--- src/rtl/uart_mem_byte_writer.sv ---
// Packs a received byte stream into little-endian 32-bit words and writes them
// over Avalon-MM into a circular window of the on-chip memory.
module uart_mem_byte_writer #(
    parameter int unsigned BASE_WORD   = 0,
    parameter int unsigned DEPTH_WORDS = 2048
) (
    input  logic        clk,
    input  logic        reset,
    input  logic [7:0]  in_data,
    input  logic        in_valid,
    output logic        in_ready,
    input  logic        flush,
    input  logic        clear,
    output logic [10:0] address,
    output logic [3:0]  byteenable,
    output logic        chipselect,
    output logic        write,
    output logic [31:0] writedata,
    input  logic        waitrequest,
    output logic        clken,
    output logic [10:0] wr_ptr,
    output logic        wrapped
);
    localparam int unsigned AW  = 11;
    localparam int unsigned DW  = 32;
    localparam int unsigned BEW = DW / 8;
    localparam int unsigned LW  = 2;

    localparam logic [AW-1:0] PTR_FIRST = AW'(BASE_WORD);
    localparam logic [AW-1:0] PTR_LAST  = AW'(BASE_WORD + DEPTH_WORDS - 1);

    typedef enum logic {
        S_FILL  = 1'b0,
        S_WRITE = 1'b1
    } state_e;

    state_e          state_q, state_d;
    logic [LW-1:0]   lane_q, lane_d;
    logic [BEW-1:0]  mask_q, mask_d;
    logic [DW-1:0]   wdata_q, wdata_d;
    logic [BEW-1:0]  be_q, be_d;
    logic            write_q, write_d;
    logic [AW-1:0]   ptr_q, ptr_d;
    logic            wrapped_q, wrapped_d;
    logic            clken_q;

    // State register; clken simply follows reset release.
    always_ff @(posedge clk or posedge reset) begin
        if (reset) begin
            state_q   <= S_FILL;
            lane_q    <= '0;
            mask_q    <= '0;
            wdata_q   <= '0;
            be_q      <= '0;
            write_q   <= 1'b0;
            ptr_q     <= PTR_FIRST;
            wrapped_q <= 1'b0;
            clken_q   <= 1'b0;
        end else begin
            state_q   <= state_d;
            lane_q    <= lane_d;
            mask_q    <= mask_d;
            wdata_q   <= wdata_d;
            be_q      <= be_d;
            write_q   <= write_d;
            ptr_q     <= ptr_d;
            wrapped_q <= wrapped_d;
            clken_q   <= 1'b1;
        end
    end

    assign in_ready = (state_q == S_FILL) && !clear;

    // Next state: a same-cycle byte is packed before flush looks at the mask.
    always_comb begin
        state_d   = state_q;
        lane_d    = lane_q;
        mask_d    = mask_q;
        wdata_d   = wdata_q;
        be_d      = be_q;
        write_d   = write_q;
        ptr_d     = ptr_q;
        wrapped_d = wrapped_q;

        if (clear) begin
            state_d   = S_FILL;
            lane_d    = '0;
            mask_d    = '0;
            wdata_d   = '0;
            be_d      = '0;
            write_d   = 1'b0;
            ptr_d     = PTR_FIRST;
            wrapped_d = 1'b0;
        end else begin
            case (state_q)
                S_FILL: begin
                    if (in_valid) begin
                        wdata_d[8*lane_q +: 8] = in_data;
                        mask_d = mask_q | (BEW'(1) << lane_q);
                        lane_d = lane_q + LW'(1);
                    end
                    if ((in_valid && lane_q == LW'(3)) || (flush && mask_d != '0)) begin
                        state_d = S_WRITE;
                        be_d    = mask_d;
                        write_d = 1'b1;
                    end
                end
                S_WRITE: begin
                    if (!waitrequest) begin
                        state_d = S_FILL;
                        lane_d  = '0;
                        mask_d  = '0;
                        wdata_d = '0;
                        be_d    = '0;
                        write_d = 1'b0;
                        if (ptr_q == PTR_LAST) begin
                            ptr_d     = PTR_FIRST;
                            wrapped_d = 1'b1;
                        end else begin
                            ptr_d = ptr_q + AW'(1);
                        end
                    end
                end
                default: begin
                    state_d = S_FILL;
                end
            endcase
        end
    end

    assign address    = ptr_q;
    assign wr_ptr     = ptr_q;
    assign byteenable = be_q;
    assign chipselect = write_q;
    assign write      = write_q;
    assign writedata  = wdata_q;
    assign wrapped    = wrapped_q;
    assign clken      = clken_q;

endmodule
--- config.mk ---
export PLATFORM = sky130hd
export DESIGN_NAME = uart_mem_byte_writer
export DESIGN_NICKNAME = d
export VERILOG_FILES = /design/src/rtl/uart_mem_byte_writer.sv
export SDC_FILE = /design/constraint.sdc
export NUM_CORES = 1
export LEC_CHECK = 0
export BUFFER_PORTS_ARGS = -buffer_cell sky130_fd_sc_hd__clkbuf_2
export CAP_MARGIN = 5
export CORE_MARGIN = 2
export CORE_UTILIZATION = 52
export DETAILED_ROUTE_END_ITERATION = 10
export PLACE_DENSITY = 0.89
export SLEW_MARGIN = 20
export SYNTH_ARGS = -nofsm -noshare
export SYNTH_HDL_FRONTEND = slang
export SYNTH_SLANG_ARGS = --single-unit
--- constraint.sdc ---
create_clock -name clk -period 2.1 [get_ports clk]
set_input_delay 0.315 -clock clk [delete_from_list [all_inputs] [get_ports clk]]
set_output_delay 0.315 -clock clk [all_outputs]
set_load 0.02 [all_outputs]
==> results.md <==
* Period minus WS final at 1.90 ns
* Switching Share at 29.7%
* Final setup vio count at 0
* Netlist cell types at 50
* Yosys Warn Count at 0
* MaxCap Viol Count at 0
* Sequential share of the synthesized area at 52.4%
* Diodes inserted at 0
* # DRC at 0
* WP data arrival at 2.17 ns
* Largest fanout on the critical path at 8
* Max frequency at 0.527 GHz
* GRT overflow at 0
* # port buffers at 76
* Chip Height at 76.4 um
* Hold crit path type: primary input to asynchronous set/reset pin
* Cell count after synthesis at 228
* Floorplan core area at 5070 sq um
* CTS buffer count at 9
* Clock sink count at 57
* Die Wd at 76.4 um
* Register share of total power at 44.6%
* Psw at 775 uW
* Final worst slack at 0.201 ns
* R2R setup slack at 0.20 ns
* I/O Pins at 77
* Post-Place Setup Slack at 0.158 ns
* RSZ-0062 raised after global routing: false
* Wire length per cell at 15.6 um
* Root Buffer: clkbuf_8
* Number of vias per cell at 5.45
* Vias in the first global route at 2072
* Crit path kind: flip-flop to flip-flop
* CTS tree: built
* Crit path launch type: flip-flop
* First-iteration detailed-routing DRC count at 160
* Initial cell density of the core at 53.7%
* Commonest non-fill, non-tap cell in the layout: clkbuf_2
* Period Utilization, post-route at 90.4%
* H-tree Lvls at 3
* DP HPWL at 4220 um
* Yosys reg bits at 57
* Layout cells sized above 1 at 39.2%
* Clk pwr share at 39.8%
* Max clock buf depth at 2
* Max-slew headroom at 63.2%
* Synth Area per Inst at 11.9 sq um
* Pwr dens at 775 nW/um^2
* Final std cells w/o fill at 384
* Initial antenna violation count at 0
* Worst setup EP type: flip-flop
* Clock-pin slew on the worst setup and hold paths at 0.08 ns
* DIE AREA at 5830 sq um
* Worst Max-Slew Pin Slew at 0.551 ns
* Status: completed
* # rows at 26
* Final #Nets at 332
* DRT Pass-1 Iters at 4
* Antenna Nets Post-Route at 0
* Placed insts at 364
* Worst Reg-to-Reg Cells at 6
* Drt total wl at 5980 um
* Routed vias at 2091
* First-pass GRT wire length at 9920 um
* RR Endpoint: writedata[29]$_DFFE_PP0P_
* Slew Limit Fails at 0
* Largest net degree at the start of global routing at 34
* GRT Total Usage at 21.4%
* Sum Neg Setup Slack at 0 ns
* P&R area growth vs syn at 23.8%
* Internal Power at 1840 uW
* Async SR Flop Fraction at 100%
* Commonest cells after routing, fill and taps aside: clkbuf_2 (76), dfrtp_1 (57), a22o_1 (32), nor2_1 (16), buf_4 (15)
* Clk_lat worst skew at 0.34 ns
* Post-cts hold buffer count at 0
* EDFF count, synth at 0
* RR Startpoint: lane_q[0]$_DFFE_PP0P_
* Post-synthesis cell area at 2720 sq um
* Net Count, Synth at 251
* Ys flop type: dfrtp_1
* P_leak at 0.00174 uW
* RePlAce Congestion at 0.855
* Maximum vdd drop at 412 uV
* Logic pwr share at 15.6%
* CP required at 2.38 ns
* Final hold viol count at 0
* Max Clock Skew at 0.0115 ns
-- power by group through the flow --
stage	sequential [uW]	combinational (uW)	clock, uW
after floorplan	1210	256	0
after global placement	1180	398	0
after detailed placement	1190	407	0
after CTS	1170	408	1060
after global routing	1170	439	1110
final	1170	406	1040
-- logic make-up after synthesis --
family	after synthesis	synth area share [%]
AO/OA/AOI/OAI	73	22.6
flip-flops	57	52.4
AND/OR/NAND/NOR	52	11.6
buffers and inverters	28	6.52
adder cells (fa/ha/maj)	9	4.13
XOR/XNOR	7	2.25
other	1	0.138
multiplexers	1	0.367
-- cells in the mapped netlist, types with 5 or more instances --
| master | n | area share [%] |
|---|---|---|
| xor2_1 | 7 | 2.3 |
| ha_1 | 9 | 4.1 |
| inv_1 | 5 | 0.69 |
| a21o_1 | 5 | 1.4 |
| a21oi_1 | 11 | 2.0 |
| nand2_1 | 9 | 1.2 |
| dfrtp_1 | 57 | 52 |
| a22o_1 | 32 | 10 |
| nor4_1 | 5 | 1.1 |
| buf_4 | 14 | 3.9 |
| nor2_1 | 16 | 2.2 |
-- worst max-delay path, stage by stage (launching register included) --
cell	delay [ns]
dfrtp_1	0.47
inv_1	0.14
ha_1	0.39
nand3b_1	0.22
nor4_4	0.28
buf_4	0.20
a22o_1	0.13
-- registers in the layout (all words and copies together), names as in the netlist, 2 cells and up --
signal and count:
address 11, byteenable 4, lane_q 2, mask_q 4
writedata 32
-- timing repair --
| action | CTS | global route |
|---|---|---|
| gates resized for setup | 0 | 0 |
| endpoints found under the setup margin | 0 | 10 |
| buffers inserted | 0 | 4 |
-- through the flow --
stage | utilization (%) | hold WS [ns] | power [uW] | area, sq um
4_1_cts | 65.9 | 0.0181 | 2630 | 3340
3_5_place_dp | 61.9 | 0.384 | 1590 | 3140
5_1_grt | 66.4 | 0.0585 | 2720 | 3370
2_1_floorplan | - | 0.448 | 1470 | 2720
3_3_place_gp | 61.9 | 0.382 | 1580 | 3140
6_report | 66.4 | 0.000504 | 2610 | 3370
-- cell type report --
type                    count  area, sq um
fillers                   387         1700
flip-flops and latches     57         1430
multi-input cells         143         1120
repair buffers             92          513
clock buffers               9          124
well taps                  70         87.6
clock inverters             7         78.8
inverters                   6         22.5
-- worst max path at each step --
stage	depth (start not counted)	endpoint	startpoint	slack [ns]
after floorplan	6	writedata[16]$_DFFE_PP0P_	lane_q[0]$_DFFE_PP0P_	0.14
after global placement	5	writedata[17]$_DFFE_PP0P_	lane_q[0]$_DFFE_PP0P_	0.20
after detailed placement	5	writedata[30]$_DFFE_PP0P_	lane_q[0]$_DFFE_PP0P_	0.16
after CTS	5	writedata[18]$_DFFE_PP0P_	lane_q[0]$_DFFE_PP0P_	0.14
after global routing	5	writedata[13]$_DFFE_PP0P_	lane_q[0]$_DFFE_PP0P_	0.06
final	6	writedata[29]$_DFFE_PP0P_	lane_q[0]$_DFFE_PP0P_	0.20
-- per-layer routing --
| metal | global-route usage, % | vias to the layer above | wire [um] |
|---|---|---|---|
| li1 | - | 987 | - |
| met1 | 28.2 | 1024 | 2610 |
| met2 | 34.1 | 66 | 2960 |
| met3 | 4.62 | 14 | 251 |
| met4 | 10.2 | 0 | 157 |
| met5 | 0 | - | 0 |
(Power assumes the default switching activity.)
